===== config.mk =====
export PLATFORM = sky130hd
export DESIGN_NAME = irq_scheduler_flat
export DESIGN_NICKNAME = d
export VERILOG_FILES = /design/src/rtl/irq_pkg.sv /design/src/rtl/irq_scheduler_if.sv /design/src/rtl/irq_prio_enc.sv /design/src/rtl/irq_scheduler.sv /design/src/flat_wrapper.sv
export SDC_FILE = /design/constraint.sdc
export NUM_CORES = 1
export LEC_CHECK = 0
export CORE_ASPECT_RATIO = 1.1
export CORE_UTILIZATION = 30
export DETAILED_ROUTE_END_ITERATION = 7
export PLACE_DENSITY = 0.56
export RECOVER_POWER = 100
export SETUP_SLACK_MARGIN = 0.3
export SLEW_MARGIN = 20
export SYNTH_ARGS = -nofsm -noshare
export SYNTH_HDL_FRONTEND = slang
export SYNTH_HIERARCHICAL = 1
export SYNTH_SLANG_ARGS = --single-unit

===== constraint.sdc =====
create_clock -name clk_z80 -period 2.55 [get_ports clk_z80]
set_input_delay 0.51 -clock clk_z80 [delete_from_list [all_inputs] [get_ports clk_z80]]
set_output_delay 0.51 -clock clk_z80 [all_outputs]
set_load 0.005 [all_outputs]

===== src/rtl/irq_pkg.sv =====
`default_nettype none
// +----------------------------------------------------------------------------+
// | Package     : irq_pkg                                                      |
// | Description : Shared definitions for the Z80 IM2 interrupt scheduler:      |
// |               configuration register addresses, FSM state encoding,        |
// |               reset values and a vector-formatting helper.                 |
// | Revision    : 1.0 - initial release                                        |
// +----------------------------------------------------------------------------+
package irq_pkg;

  // Number of interrupt sources handled by this revision (source 0 = timer)
  localparam int NSRC_DEF = 4;

  // Configuration register map
  localparam logic [1:0] ADDR_ENABLE = 2'd0;  // enable[3:0]
  localparam logic [1:0] ADDR_VBASE  = 2'd1;  // vec_base <= cfg_data[7:3]
  localparam logic [1:0] ADDR_RATE   = 2'd2;  // rate     <= cfg_data[2:0]
  localparam logic [1:0] ADDR_CLEAR  = 2'd3;  // write-1-to-clear pending[3:0]

  // Reset values
  localparam logic [4:0] VEC_BASE_RST = 5'b11111;
  localparam logic [2:0] RATE_RST     = 3'b000;

  // Scheduler states; /INT is driven low only in ST_ASSERT
  typedef enum logic [1:0] {
    ST_IDLE   = 2'd0,
    ST_ASSERT = 2'd1,
    ST_GAP    = 2'd2
  } state_t;

  // IM2 vector byte: base in the top five bits, source index above a zero LSB
  function automatic logic [7:0] vec_byte(input logic [4:0] base, input logic [1:0] idx);
    return {base, idx, 1'b0};
  endfunction

endpackage
`default_nettype wire


===== src/rtl/irq_scheduler_if.sv =====
`default_nettype none
// +----------------------------------------------------------------------------+
// | Interface   : irq_scheduler_if                                             |
// | Description : Bundles the request, configuration, Z80 acknowledge and      |
// |               readback signals of irq_scheduler.                           |
// |   src_stb  [3:0] request strobes (bit 0 = timer int_stb)                   |
// |   cfg_wr / cfg_addr[1:0] / cfg_data[7:0]  configuration write port         |
// |   int_ack        Z80 interrupt-acknowledge strobe                          |
// |   int_n          Z80 /INT (active low)                                     |
// |   vector  [7:0]  IM2 vector byte                                           |
// |   rate    [2:0]  timer rate select                                         |
// |   pending [3:0] / enable [3:0]  readback                                   |
// |   Modports: master = system side (drives requests/config), slave = DUT.    |
// | Revision    : 1.0 - initial release                                        |
// +----------------------------------------------------------------------------+
interface irq_scheduler_if;
  import irq_pkg::*;

  logic [NSRC_DEF-1:0] src_stb;
  logic                cfg_wr;
  logic [1:0]          cfg_addr;
  logic [7:0]          cfg_data;
  logic                int_ack;
  logic                int_n;
  logic [7:0]          vector;
  logic [2:0]          rate;
  logic [NSRC_DEF-1:0] pending;
  logic [NSRC_DEF-1:0] enable;

  modport master (
    output src_stb, cfg_wr, cfg_addr, cfg_data, int_ack,
    input  int_n, vector, rate, pending, enable
  );

  modport slave (
    input  src_stb, cfg_wr, cfg_addr, cfg_data, int_ack,
    output int_n, vector, rate, pending, enable
  );

endinterface
`default_nettype wire


===== src/rtl/irq_prio_enc.sv =====
`default_nettype none
// +----------------------------------------------------------------------------+
// | Module      : irq_prio_enc                                                 |
// | Description : Fixed-priority encoder, lowest index wins.                   |
// |   i_req   [3:0] request vector (pending & enable)                          |
// |   o_idx   [1:0] index of the winning request                               |
// |   o_valid       at least one request present                               |
// | Revision    : 1.0 - initial release                                        |
// +----------------------------------------------------------------------------+
module irq_prio_enc (
  input  logic [3:0] i_req,
  output logic [1:0] o_idx,
  output logic       o_valid
);

  always_comb begin
    o_valid = |i_req;
    o_idx   = 2'd0;
    if (i_req[0])      o_idx = 2'd0;
    else if (i_req[1]) o_idx = 2'd1;
    else if (i_req[2]) o_idx = 2'd2;
    else if (i_req[3]) o_idx = 2'd3;
  end

endmodule
`default_nettype wire


===== src/rtl/irq_scheduler.sv =====
`default_nettype none
// +----------------------------------------------------------------------------+
// | Module      : irq_scheduler                                                |
// | Description : Z80 IM2 interrupt scheduler. Latches enabled request         |
// |               strobes into pending flags, drives /INT for the highest      |
// |               priority pending source, supplies the IM2 vector on          |
// |               acknowledge, then holds /INT high for a two-cycle gap.       |
// |   clk_z80  sole clock (rising edge)                                        |
// |   rst      asynchronous active-high reset                                  |
// |   bus      irq_scheduler_if.slave (requests, config, ack, outputs)         |
// | Revision    : 1.0 - initial release                                        |
// +----------------------------------------------------------------------------+
module irq_scheduler
  import irq_pkg::*;
#(
  parameter int NSRC = NSRC_DEF
) (
  input  logic           clk_z80,
  input  logic           rst,
  irq_scheduler_if.slave bus
);

  // Registered state
  state_t            state_q,    state_d;
  logic              gap_cnt_q,  gap_cnt_d;
  logic [NSRC-1:0]   pending_q,  pending_d;
  logic [NSRC-1:0]   enable_q,   enable_d;
  logic [4:0]        vec_base_q, vec_base_d;
  logic [7:0]        vector_q,   vector_d;
  logic [2:0]        rate_q,     rate_d;
  logic              int_n_q,    int_n_d;

  // Combinational helpers
  logic [NSRC-1:0]   w_set;
  logic [NSRC-1:0]   w_sw_clr;
  logic [NSRC-1:0]   w_ack_clr;
  logic [NSRC-1:0]   w_keep;
  logic [1:0]        w_win_idx;
  logic              w_win_valid;

  // Winner is always taken from the flags as they stand this cycle, so an
  // acknowledge coinciding with a software clear still serves the source
  // that was being signalled.
  irq_prio_enc u_prio_enc (
    .i_req   (pending_q & enable_q),
    .o_idx   (w_win_idx),
    .o_valid (w_win_valid)
  );

  always_comb begin
    enable_d   = enable_q;
    vec_base_d = vec_base_q;
    rate_d     = rate_q;
    vector_d   = vector_q;
    state_d    = state_q;
    gap_cnt_d  = gap_cnt_q;
    w_ack_clr  = '0;
    w_sw_clr   = '0;

    // Strobes on masked sources are dropped outright
    w_set = bus.src_stb & enable_q;

    if (bus.cfg_wr) begin
      case (bus.cfg_addr)
        ADDR_ENABLE: enable_d   = bus.cfg_data[NSRC-1:0];
        ADDR_VBASE:  vec_base_d = bus.cfg_data[7:3];
        ADDR_RATE:   rate_d     = bus.cfg_data[2:0];
        ADDR_CLEAR:  w_sw_clr   = bus.cfg_data[NSRC-1:0];
        default:     ;
      endcase
    end

    // Flags that survive this cycle ignoring any acknowledge; used to drop
    // /INT on the very next edge when software clears or masks everything.
    w_keep = (pending_q & ~w_sw_clr) | w_set;

    case (state_q)
      ST_IDLE: begin
        if (w_win_valid) state_d = ST_ASSERT;
      end
      ST_ASSERT: begin
        if (bus.int_ack && w_win_valid) begin
          w_ack_clr[w_win_idx] = 1'b1;
          vector_d             = vec_byte(vec_base_q, w_win_idx);
          state_d              = ST_GAP;
          gap_cnt_d            = 1'b0;
        end else if (!(|(w_keep & enable_d))) begin
          state_d = ST_IDLE;
        end
      end
      ST_GAP: begin
        if (gap_cnt_q) state_d = ST_IDLE;
        else           gap_cnt_d = 1'b1;
      end
      default: state_d = ST_IDLE;
    endcase

    // Set is ORed last so it wins over either kind of clear
    pending_d = (pending_q & ~w_sw_clr & ~w_ack_clr) | w_set;
    int_n_d   = (state_d != ST_ASSERT);
  end

  always_ff @(posedge clk_z80 or posedge rst) begin
    if (rst) begin
      state_q    <= ST_IDLE;
      gap_cnt_q  <= 1'b0;
      pending_q  <= '0;
      enable_q   <= '0;
      vec_base_q <= VEC_BASE_RST;
      vector_q   <= vec_byte(VEC_BASE_RST, 2'd0);
      rate_q     <= RATE_RST;
      int_n_q    <= 1'b1;
    end else begin
      state_q    <= state_d;
      gap_cnt_q  <= gap_cnt_d;
      pending_q  <= pending_d;
      enable_q   <= enable_d;
      vec_base_q <= vec_base_d;
      vector_q   <= vector_d;
      rate_q     <= rate_d;
      int_n_q    <= int_n_d;
    end
  end

  assign bus.int_n   = int_n_q;
  assign bus.vector  = vector_q;
  assign bus.rate    = rate_q;
  assign bus.pending = pending_q;
  assign bus.enable  = enable_q;

endmodule
`default_nettype wire

===== src/flat_wrapper.sv =====
// flat-port wrapper written by rule: the top's interface ports become plain ports
module irq_scheduler_flat import irq_pkg::*;
#(
  parameter int NSRC = NSRC_DEF
)
  (clk_z80, rst, bus_src_stb, bus_cfg_wr, bus_cfg_addr, bus_cfg_data, bus_int_ack, bus_int_n, bus_vector, bus_rate, bus_pending, bus_enable);
  irq_scheduler_if bus_i ();
  input  logic clk_z80;
  input  logic rst;
  input wire logic [$bits(bus_i.src_stb)-1:0] bus_src_stb;
  input wire logic [$bits(bus_i.cfg_wr)-1:0] bus_cfg_wr;
  input wire logic [$bits(bus_i.cfg_addr)-1:0] bus_cfg_addr;
  input wire logic [$bits(bus_i.cfg_data)-1:0] bus_cfg_data;
  input wire logic [$bits(bus_i.int_ack)-1:0] bus_int_ack;
  output wire logic [$bits(bus_i.int_n)-1:0] bus_int_n;
  output wire logic [$bits(bus_i.vector)-1:0] bus_vector;
  output wire logic [$bits(bus_i.rate)-1:0] bus_rate;
  output wire logic [$bits(bus_i.pending)-1:0] bus_pending;
  output wire logic [$bits(bus_i.enable)-1:0] bus_enable;
  assign bus_i.src_stb = bus_src_stb;
  assign bus_i.cfg_wr = bus_cfg_wr;
  assign bus_i.cfg_addr = bus_cfg_addr;
  assign bus_i.cfg_data = bus_cfg_data;
  assign bus_i.int_ack = bus_int_ack;
  assign bus_int_n = bus_i.int_n;
  assign bus_vector = bus_i.vector;
  assign bus_rate = bus_i.rate;
  assign bus_pending = bus_i.pending;
  assign bus_enable = bus_i.enable;
  irq_scheduler #(.NSRC(NSRC)) u_core (.clk_z80(clk_z80), .rst(rst), .bus(bus_i));
endmodule

==> reports/qor.yml <==
critical_path:
  worstPathArrival_ns: 2.44
  crit_path_start_kind: "primary input"
  crit_chain: "dlygate4sd3_1 -> nor3b_4 -> mux2_1 -> a21boi_0 -> nor4_2 -> o21a_1"
  path_delay_family: "simple AND/OR/NAND/NOR gates"
  slowest_stage: "dlygate4sd3_1"
  worstPathMaxFanout: 4
  cp.required_ns: 2.76
  cpPeakStageDelay_ns: 0.59
  worstSetupEndpointType: "register"
  crit_type: "primary input to register"
  crit_buf_inv: 1
placed_design:
  gp_congestion: 0.725
  portBuffers: 36
  place.detailed.hpwl_microns: 2160
routing:
  antenna_left: 0
  wl_per_cell_microns: 12.7
  routed_wl_microns: 2660
  vias: 929
  top_layer: "met4"
  drc: 0
  dr.pass1.iters: 4
  wl_met2_microns: 1390
  m1WireLength_microns: 1200
  met3_length_microns: 35
  routed_via_density: 4.42
  drt_iter0_drc: 20
sta:
  tightest_slew_ns: 1.43
  final_hold_viol_count: 0
  fin_skew_ns: 0.00408
  rsz0062_at_grt: "false"
  fmax_ghz: 0.448
  maxSlewHeadroom: 0.0446
  min_period_ns: 2.23
  slew_violations: 0
  timing.hold.ws_ns: 0.459
  setup_viol: 0
  post-route-period-util: 0.875
  setup_tns_ns: 0
global_route:
  gr-total-overflow: 0
  grt_pass1_wl_microns: 4600
  antenna_found_initial: 0
  grt_max_degree: 28
  grt_usage: 0.134
  grt_pass1_vias: 955
logic_synthesis:
  synth.area.top_cells: "dfrtp_1, dfstp_2, nand2_1"
  synthDistinctLibCells: 26
  syn_avg_cell_area_sq_um: 10.4
  ys_warn_count: 6
  ys_ff_latch: 27
  synth-seq-area-share: 0.559
  yosys.area.top_type: "dfrtp_1"
  syn_area_sq_um: 1230
  synth.top_cell.area_share: 0.325
  synth_fp_nets: 137
  syn_inst: 119
clock_network:
  cts_buffer_depth: 2
  cts_tree: "yes"
  cts_root_buf: "clkbuf_8"
  postCtsSetupBuffers: 0
  clk_pin_slew_ns: 0.09
  cts_made_buffers: 3
  cts_resized: 0
  hold_buffers: 0
  cts-htree-levels: 1
  cts.sinks: 27
  insertion_delay_ns: 0.26
final_layout:
  post-route-util: 0.427
  drive_above_1_share: 0.158
  final_common_cell: "nand2_1"
  nFillCells: 401
  area_growth_pct: 37.3
  fin_nets: 177
  antenna_cells: 0
  final_cell_mix: "nand2_1, dlygate4sd3_1, clkdlybuf4s50_1"
floorplanning:
  initial_utilization: 0.311
  ios: 38
  fp.dieH_microns: 69.2
  dieWidth_microns: 63.1
  core_area_sq_um: 3960
  die_area_sq_um: 4370
  num_rows: 24
pwr:
  p_per_area_nw_per_um2: 882
  peakVddDrop_mv: 0.236
  p_leak_uw: 0.000712
run:
  maxCapViolCount: 0
run_status:
  status: "finished, final reports clean"
min_path:
  hp-class: "register to register"
==> logic make-up after synthesis <==
family | count (synthesis) | synth area share
simple gates | 57 | 0.222
other cells | 1 | 0.00304
compound gates | 16 | 0.0782
buf+inv | 6 | 0.0213
mux | 12 | 0.116
flops | 27 | 0.559
==> Yosys cell counts (all sizes together) <==
| master | count |
|---|---|
| dfrtp | 16 |
| nor3 | 2 |
| dfstp | 11 |
| o21a | 1 |
| a21boi | 4 |
| nor2 | 4 |
| or2 | 1 |
| conb | 1 |
| o21ai | 10 |
| nor4 | 1 |
| nor2b | 2 |
| nand3 | 1 |
| clkbuf | 3 |
| nor3b | 2 |
| a21oi | 1 |
| buf | 1 |
| nand2b | 2 |
| inv | 2 |
| mux2 | 12 |
| and2 | 4 |
| nand2 | 36 |
| nand3b | 1 |
| and3 | 1 |
==> registers in the layout (all words and copies together) (netlist names) <==
signal / flops
u_core/bus.vector: 7
u_core/vec_base_q: 5
u_core/bus.enable: 4
u_core/bus.pending: 4
u_core/bus.rate: 3
u_core/state_q: 2
u_core/bus.int_n: 1
u_core/gap_cnt_q: 1
==> final timing paths <==
check | start | end | slack [ns] | cells after the start
max in group asynchronous | rst | u_core/state_q[0] | 0.56 | 3
setup reg to reg | u_core/bus.enable[0] | u_core/bus.pending[2] | 0.76 | 9
hold reg to reg | u_core/vec_base_q[3] | u_core/bus.vector[6] | 0.46 | 2
setup / recovery | bus_cfg_addr[1] | u_core/bus.int_n | 0.32 | 6
min in group asynchronous | rst | u_core/bus.enable[3] | 1.16 | 3
hold / removal | u_core/vec_base_q[3] | u_core/bus.vector[6] | 0.46 | 2
==> layer usage <==
layer | up-vias | track usage
met3 | 2 | 0.0115
li1 | 470 | -
met2 | 10 | 0.222
met1 | 447 | 0.177
met4 | 0 | 0.0568
met5 | - | 0
==> worst reg2reg max path: stages, from the launching register on <==
cell,delay [ns]
dfrtp_1,0.41
and2_0,0.23
nor2_1,0.08
nand2_1,0.10
nand2_1,0.08
nor2b_1,0.11
clkbuf_1,0.30
nand2_1,0.13
nor2_1,0.14
o21ai_0,0.10
==> cell type report <==
cell class              instances  area, sq um  share of cell area
inverters                       2         7.51             0.00444
repair buffers                 39          372               0.220
multi-input cells              86          513               0.303
flip-flops and latches         27          689               0.408
well taps                      52         65.1              0.0385
clock buffers                   4         45.0              0.0266
==> per-stage QoR <==
| stage | instance area (sq um) | setup slack (ns) | std cells | total power, uW |
|---|---|---|---|---|
| after global routing | 1690 | 0.188 | 210 | 1610 |
| final | 1690 | 0.319 | 210 | 1490 |
| after floorplan | 1230 | 0.806 | 119 | 1010 |
| after detailed placement | 1660 | 0.178 | 206 | 1330 |
| after global placement | 1660 | 0.203 | 206 | 1320 |
| after CTS | 1710 | 0.456 | 210 | 1570 |
==> power by group <==
part	switching [uW]	internal, uW
registers	79.3	609
logic	264	306
clock network	122	112
Power figures use the tool's default switching activity.
